**src/rtl/palette_ram_cycler_pkg.sv**
```systemverilog
// Shared types and power-up colour table for the palette RAM / colour-cycling block.
package palette_pkg;

  localparam int PKG_COLOR_W   = 4;
  localparam int DEFAULT_DEPTH = 8;

  typedef struct packed {
    logic [PKG_COLOR_W-1:0] r;
    logic [PKG_COLOR_W-1:0] g;
    logic [PKG_COLOR_W-1:0] b;
  } rgb_t;

  typedef enum logic [0:0] {
    INIT = 1'b0,
    IDLE = 1'b1
  } fsm_e;

  localparam rgb_t DEFAULT_PAL [DEFAULT_DEPTH] = '{
    rgb_t'(12'h000), rgb_t'(12'hF00), rgb_t'(12'h0F0), rgb_t'(12'h00F),
    rgb_t'(12'hFF0), rgb_t'(12'h0FF), rgb_t'(12'hF0F), rgb_t'(12'hFFF)
  };

  // Deeper palettes repeat the default table.
  function automatic rgb_t default_rgb(input int unsigned e);
    return DEFAULT_PAL[e % DEFAULT_DEPTH];
  endfunction

endpackage

```
**src/rtl/palette_cycle_remap.sv**
```systemverilog
// Combinational colour-cycling index remap: rotates indices inside [lo,hi] by off.
module palette_cycle_remap #(
  parameter int IDX_W = 3
) (
  input  logic [IDX_W-1:0] idx,
  input  logic [IDX_W-1:0] lo,
  input  logic [IDX_W-1:0] hi,
  input  logic [IDX_W-1:0] off,
  input  logic             active,
  output logic [IDX_W-1:0] eff_idx
);

  localparam logic [IDX_W:0] ONE_X = {{IDX_W{1'b0}}, 1'b1};

  logic [IDX_W:0] span_s;
  logic [IDX_W:0] rel_s;
  logic [IDX_W:0] wrap_s;

  // Offset inside the range, wrapped once by the span
  always_comb begin
    span_s = {1'b0, hi} - {1'b0, lo} + ONE_X;
    rel_s  = {1'b0, idx} - {1'b0, lo} + {1'b0, off};
    if (rel_s >= span_s) begin
      wrap_s = rel_s - span_s;
    end else begin
      wrap_s = rel_s;
    end
    if (active && (idx >= lo) && (idx <= hi)) begin
      eff_idx = lo + wrap_s[IDX_W-1:0];
    end else begin
      eff_idx = idx;
    end
  end

endmodule

```
**src/rtl/palette_ram_cycler.sv**
```systemverilog
// Multi-palette colour lookup with default fill, loader write port, colour cycling
// and a 2-stage registered read path.
module palette_ram_cycler
  import palette_pkg::*;
#(
  parameter  int IDX_W   = 3,
  parameter  int NUM_PAL = 4,
  parameter  int COLOR_W = 4,
  localparam int PAL_W   = (NUM_PAL > 1) ? $clog2(NUM_PAL) : 1,
  localparam int DEPTH   = 2 ** IDX_W,
  localparam int ENTRY_W = 3 * COLOR_W,
  localparam int ADDR_W  = PAL_W + IDX_W
) (
  input  logic               clk,
  input  logic               reset_n,
  input  logic               wr_valid,
  output logic               wr_ready,
  input  logic [PAL_W-1:0]   wr_pal,
  input  logic [IDX_W-1:0]   wr_idx,
  input  logic [ENTRY_W-1:0] wr_rgb,
  input  logic               rd_valid,
  input  logic [PAL_W-1:0]   rd_pal,
  input  logic [IDX_W-1:0]   rd_idx,
  output logic               out_valid,
  output logic [COLOR_W-1:0] red,
  output logic [COLOR_W-1:0] green,
  output logic [COLOR_W-1:0] blue,
  input  logic               frame_tick,
  input  logic               cyc_en,
  input  logic [IDX_W-1:0]   cyc_lo,
  input  logic [IDX_W-1:0]   cyc_hi,
  output logic               init_done
);

  localparam logic [PAL_W:0]    NUM_PAL_V = (PAL_W + 1)'(NUM_PAL);
  localparam logic [ADDR_W-1:0] FILL_LAST = ADDR_W'(NUM_PAL * DEPTH - 1);
  localparam logic [IDX_W:0]    ONE_X     = {{IDX_W{1'b0}}, 1'b1};

  fsm_e                state_r, state_s;
  logic [ADDR_W-1:0]   fill_r;
  logic                init_done_r, wr_ready_r;
  logic                we_s, wp_we_r;
  logic [ADDR_W-1:0]   waddr_s, wp_addr_r;
  logic [ENTRY_W-1:0]  wdata_s, wp_data_r;
  logic [ENTRY_W-1:0]  mem_r [2**ADDR_W];
  logic [IDX_W:0]      span_s;
  logic                active_s;
  logic [IDX_W-1:0]    cyc_off_r, eff_s;
  logic                s1_valid_r, s1_pal_ok_r;
  logic [ADDR_W-1:0]   s1_addr_r;
  logic                out_valid_r;
  logic [ENTRY_W-1:0]  rgb_r;

  // FSM state register and fill counter
  always_ff @(posedge clk or negedge reset_n) begin
    if (!reset_n) begin
      state_r <= INIT;
      fill_r  <= '0;
    end else begin
      state_r <= state_s;
      if (state_r == INIT) begin
        fill_r <= fill_r + ADDR_W'(1);
      end else begin
        fill_r <= fill_r;
      end
    end
  end

  // FSM next state: INIT walks every {pal,idx}, IDLE is terminal
  always_comb begin
    state_s = state_r;
    case (state_r)
      INIT: begin
        if (fill_r == FILL_LAST) begin
          state_s = IDLE;
        end else begin
          state_s = INIT;
        end
      end
      IDLE:    state_s = IDLE;
      default: state_s = INIT;
    endcase
  end

  // FSM outputs: the single RAM write port serves the fill and the loader
  always_comb begin
    we_s    = 1'b0;
    waddr_s = '0;
    wdata_s = '0;
    case (state_r)
      INIT: begin
        we_s    = 1'b1;
        waddr_s = fill_r;
        wdata_s = ENTRY_W'(default_rgb(32'(fill_r[IDX_W-1:0])));
      end
      IDLE: begin
        we_s    = wr_valid && ({1'b0, wr_pal} < NUM_PAL_V);
        waddr_s = {wr_pal, wr_idx};
        wdata_s = wr_rgb;
      end
      default: begin
        we_s = 1'b0;
      end
    endcase
  end

  // Status flags registered from the next state
  always_ff @(posedge clk or negedge reset_n) begin
    if (!reset_n) begin
      init_done_r <= 1'b0;
      wr_ready_r  <= 1'b0;
    end else begin
      init_done_r <= (state_s == IDLE);
      wr_ready_r  <= (state_s == IDLE);
    end
  end

  // Write staging: commit lands on the same edge as S2 of a same-cycle read, giving read-first
  always_ff @(posedge clk or negedge reset_n) begin
    if (!reset_n) begin
      wp_we_r   <= 1'b0;
      wp_addr_r <= '0;
      wp_data_r <= '0;
    end else begin
      wp_we_r   <= we_s;
      wp_addr_r <= waddr_s;
      wp_data_r <= wdata_s;
    end
  end

  // Palette storage, deliberately without reset
  always_ff @(posedge clk) begin
    if (wp_we_r) begin
      mem_r[wp_addr_r] <= wp_data_r;
    end
  end

  // Cycling is live only for a well-formed range of at least two entries
  always_comb begin
    span_s   = {1'b0, cyc_hi} - {1'b0, cyc_lo} + ONE_X;
    active_s = cyc_en && (cyc_hi >= cyc_lo) && (span_s > ONE_X);
  end

  // Animation offset, advanced once per frame
  always_ff @(posedge clk or negedge reset_n) begin
    if (!reset_n) begin
      cyc_off_r <= '0;
    end else if (!cyc_en) begin
      cyc_off_r <= '0;
    end else if (frame_tick && active_s) begin
      if (({1'b0, cyc_off_r} + ONE_X) >= span_s) begin
        cyc_off_r <= '0;
      end else begin
        cyc_off_r <= cyc_off_r + IDX_W'(1);
      end
    end else begin
      cyc_off_r <= cyc_off_r;
    end
  end

  palette_cycle_remap #(.IDX_W(IDX_W)) u_remap (
    .idx     (rd_idx),
    .lo      (cyc_lo),
    .hi      (cyc_hi),
    .off     (cyc_off_r),
    .active  (active_s),
    .eff_idx (eff_s)
  );

  // Read stage 1: remapped address and palette range check
  always_ff @(posedge clk or negedge reset_n) begin
    if (!reset_n) begin
      s1_valid_r  <= 1'b0;
      s1_addr_r   <= '0;
      s1_pal_ok_r <= 1'b0;
    end else begin
      s1_valid_r <= rd_valid;
      if (rd_valid) begin
        s1_addr_r   <= {rd_pal, eff_s};
        s1_pal_ok_r <= ({1'b0, rd_pal} < NUM_PAL_V);
      end else begin
        s1_addr_r   <= s1_addr_r;
        s1_pal_ok_r <= s1_pal_ok_r;
      end
    end
  end

  // Read stage 2: RAM data to colour outputs, held while idle
  always_ff @(posedge clk or negedge reset_n) begin
    if (!reset_n) begin
      out_valid_r <= 1'b0;
      rgb_r       <= '0;
    end else begin
      out_valid_r <= s1_valid_r;
      if (s1_valid_r) begin
        rgb_r <= s1_pal_ok_r ? mem_r[s1_addr_r] : '0;
      end else begin
        rgb_r <= rgb_r;
      end
    end
  end

  assign out_valid = out_valid_r;
  assign red       = rgb_r[ENTRY_W-1 -: COLOR_W];
  assign green     = rgb_r[2*COLOR_W-1 -: COLOR_W];
  assign blue      = rgb_r[COLOR_W-1:0];
  assign wr_ready  = wr_ready_r;
  assign init_done = init_done_r;

endmodule

```
**config.mk**
```make
export PLATFORM = sky130hd
export DESIGN_NAME = palette_ram_cycler
export DESIGN_NICKNAME = d
export VERILOG_FILES = /design/src/rtl/palette_ram_cycler_pkg.sv /design/src/rtl/palette_cycle_remap.sv /design/src/rtl/palette_ram_cycler.sv
export SDC_FILE = /design/constraint.sdc
export NUM_CORES = 1
export LEC_CHECK = 0
export CAP_MARGIN = 15
export CORE_ASPECT_RATIO = 0.7
export CORE_UTILIZATION = 55
export CTS_CLUSTER_SIZE = 30
export DETAILED_ROUTE_END_ITERATION = 12
export PLACE_DENSITY_LB_ADDON = 0.2
export SLEW_MARGIN = 40
export SYNTH_ARGS = -nofsm -noshare
export SYNTH_HDL_FRONTEND = slang
export SYNTH_SLANG_ARGS = --single-unit
```
**constraint.sdc**
```tcl
create_clock -name clk -period 8.1 [get_ports clk]
set_input_delay 0.81 -clock clk [delete_from_list [all_inputs] [get_ports clk]]
set_output_delay 0.81 -clock clk [all_outputs]
set_load 0.02 [all_outputs]
```
==> results.md <==
- Largest net degree at the start of global routing: 48
- WL met1: 18590 um
- Largest cells by area after synthesis: edfxtp_1 (65%), mux4_2 (7.6%), dfrtp_1 (6.6%)
- Inserted Clock Buffers: 39
- Clock Latency Late Sink: 550 ps
- Final ANT Viol Nets: 0
- DR WL/cell: 25.97 um
- Worst setup SP type: primary input
- RSZ-0062 raised after global routing: no
- Post-synth EDFFs: 384
- Overflow after GRT: 0
- Minimum clock period after layout: 4319 ps
- Sink Count: 431
- Gate Count Post-Synth: 1021
- Worst-path clk slew: 70 ps
- Async SR Flop Fraction: 10.90%
- GP Congestion: 0.8653
- Rows: 54
- Input/output buffers: 48
- Finished Layout Cells: 1543
- Vias: 9481
- Maximum clock path buffer count: 3
- 1st-pass router iterations: 5
- DR top layer: met4
- Post-Syn Nets: 1094
- CP max stage cell: clkdlybuf4s50_1
- MaxCap Viol Count: 0
- Pins over their slew limit: 0
- Commonest cells post-synth: edfxtp_1 (384), mux2i_1 (60), mux4_2 (60)
- WS Path Type: in -> reg
- Ant. Diodes: 0
- Critical Path End Type: flop
- Final worst-path cycle share: 53.32%
- Avg Synthesized Cell Area: 17.47 um2
- TritonCTS clock tree: done
- Setup repair bufs after CTS: 0
- Count leader, synth: edfxtp_1
- Post-placement cell count: 1474
- Routed wl met3: 4003 um
- Nets@finish: 1168
- Hold buffer count at CTS: 0
- Resized cells post-CTS: 0
- Layout fillers: 2223
- Slew Limit Headroom: 43.91%
- Crit-path max FO: 4
- Met2 wire length: 16610 um
- Max Fclk: 231.5 MHz
- Setup_tns: 0 ps
- H-tree levels: 2
- Drt first-iter violations: 1191
- Post-synth cell types: 52
- Finished Core Util: 63.52%
- Ys flop type: edfxtp_1
- Worst clock skew: 13.09 ps
- Hold Path Class: in -> async
- Die Width: 217.2 um
- Number of global-route vias before repair: 9432
- Dpl hpwl: 24640 um
- Area share of the largest cell type after synthesis: 64.66%
- Residual DRC: 0
- Crit path buf inv count: 5
- CP Data Arrival Time: 4730 ps
- Antenna violations before repair: 0
- Register bit total from synthesis: 431
- Critical Path RT: 8510 ps
- Die ar.: 33160 um2
- IO Count: 49
- Gr usage total: 25.34%
- Via/cell ratio: 6.145
- Peak supply drop: 220.1 uV
- Clock Root Buffer: clkbuf_16
- Most area-hungry cell type in the Yosys netlist: edfxtp_1
- Die Y: 152.7 um
- Status: complete, no violations
- Final wirelength: 40070 um
- Sequential element share of the synthesized area: 71.25%
- Max stage delay on crit path: 530 ps
- Worst-Margin Slew: 841.4 ps
- Starting Density: 56.52%
- First-pass GRT wire length: 60780 um
- Crit-path cells: clkdlybuf4s50_1 -> inv_1 -> ha_1 -> inv_1 -> ha_1 -> inv_1 -> fa_1 -> xnor2_1 -> ha_1 -> o21ai_0 -> o21bai_1 -> nor2_1 -> a21oi_1 -> ha_1 -> inv_1 -> fa_1 -> xor2_1 -> xnor2_1 -> o211ai_1
- Area Overhead vs Synth: 12.38%
- Setup violations, final: 0
- Pwr Density: 246.1 nW/um2
- Final Hold Vio Count: 0
- Cell area after synthesis: 17830 um2
- Leakage Power: 6.867 nW
- Yosys warns: 0
- Share of layout cells above drive strength 1: 19.32%
- Core area: 31550 um2
- CP top delay family: adder cells
## layout make-up
| cell class | count | area (um2) | share of cell area, % |
|---|---|---|---|
| timing repair buffer | 81 | 723.2 | 3.608 |
| clock buffer | 55 | 1109 | 5.531 |
| tap | 420 | 525.5 | 2.622 |
| clock inverter | 14 | 113.9 | 0.5681 |
| inverter | 43 | 161.4 | 0.8053 |
| multi-input combinational | 499 | 4684 | 23.37 |
| sequential | 431 | 12730 | 63.49 |
## sequential cells by signal, summed over array words and instances, names as in the netlist
signal       count
s1_pal_ok_r      1
fill_r           5
wr_ready         1
s1_addr_r        5
mem_r          384
s1_valid_r       1
wp_we_r          1
out_valid        1
cyc_off_r        3
rgb_r           12
wp_data_r       12
wp_addr_r        5
## cells in the final DEF (no fill, tap or decap), drive strengths merged, types with 6 or more instances in the layout
cell type / n
nor2b: 13
a22oi: 12
buf: 34
mux2: 32
a211o: 11
a21oi: 45
mux2i: 60
nand3: 7
nand3b: 6
clkdlybuf4s50: 47
nor3: 35
ha: 33
fa: 6
mux4: 60
xnor2: 6
clkinv: 11
o21ai: 9
inv: 43
nand2b: 9
edfxtp: 384
o22ai: 27
dfrtp: 47
nor4: 7
nor2: 58
clkbuf: 55
nand2: 19
## logic make-up (layout without fill, tap and decap cells)
kind of cell	Yosys count	in the layout	synth area share, %
buf+inv	91	193	2.624
flops	431	431	71.25
fa+ha+maj	39	39	2.989
simple gates	176	176	5.353
xor+xnor	9	9	0.4420
mux	152	152	12.96
compound gates	123	123	4.378
## path summary, 6_finish.rpt
| kind | start | to | slack (ps) | cells past startpoint |
|---|---|---|---|---|
| worst max-delay path | cyc_lo[1] | s1_addr_r[2] | 3780 | 19 |
| worst min-delay path | reset_n | fill_r[1] | 380 | 2 |
| worst max register to register | cyc_off_r[0] | s1_addr_r[2] | 4170 | 17 |
| worst min register to register | s1_pal_ok_r | s1_pal_ok_r | 460 | 1 |
| max in group asynchronous | reset_n | s1_addr_r[0] | 7150 | 2 |
| min in group clk | s1_pal_ok_r | s1_pal_ok_r | 460 | 1 |
## layer usage
layer | global-route usage [%] | vias up
met5 | 0 | -
met3 | 5.529 | 62
met1 | 40.97 | 4834
li1 | - | 4147
met2 | 34.22 | 438
met4 | 7.612 | 0
## worst reg2reg max path, stage by stage (launching register included)
cell and delay, ps:
dfrtp_1 440, inv_1 150, ha_1 310, inv_1 40
ha_1 200, fa_1 440, xor2_1 170, ha_1 320
o21ai_0 80, o21bai_1 340, nor2_1 80, a21oi_1 130
ha_1 150, inv_1 50, fa_1 430, xor2_1 210
xnor2_1 150, o211ai_1 110
## metrics by stage
stage	area [um2]	hold WS [ps]	setup WS [ps]	power (mW)
floorplan	17830	405.7	4147	2.965
global placement	18780	444.7	3295	3.169
detailed placement	18820	451.3	3286	3.176
CTS	20040	400.0	3847	4.951
global route	20040	431.6	3543	5.091
finish	20040	382.1	3781	4.932
## power breakdown
part / total, mW / internal [mW] / switching [mW] / leakage, nW
logic: 0.596 / 0.264 / 0.332 / 2.26
clock network: 1.80 / 1.02 / 0.783 / 0.595
registers: 2.54 / 2.46 / 0.0777 / 4.02
Note: power is estimated with default switching activity, not from simulation.
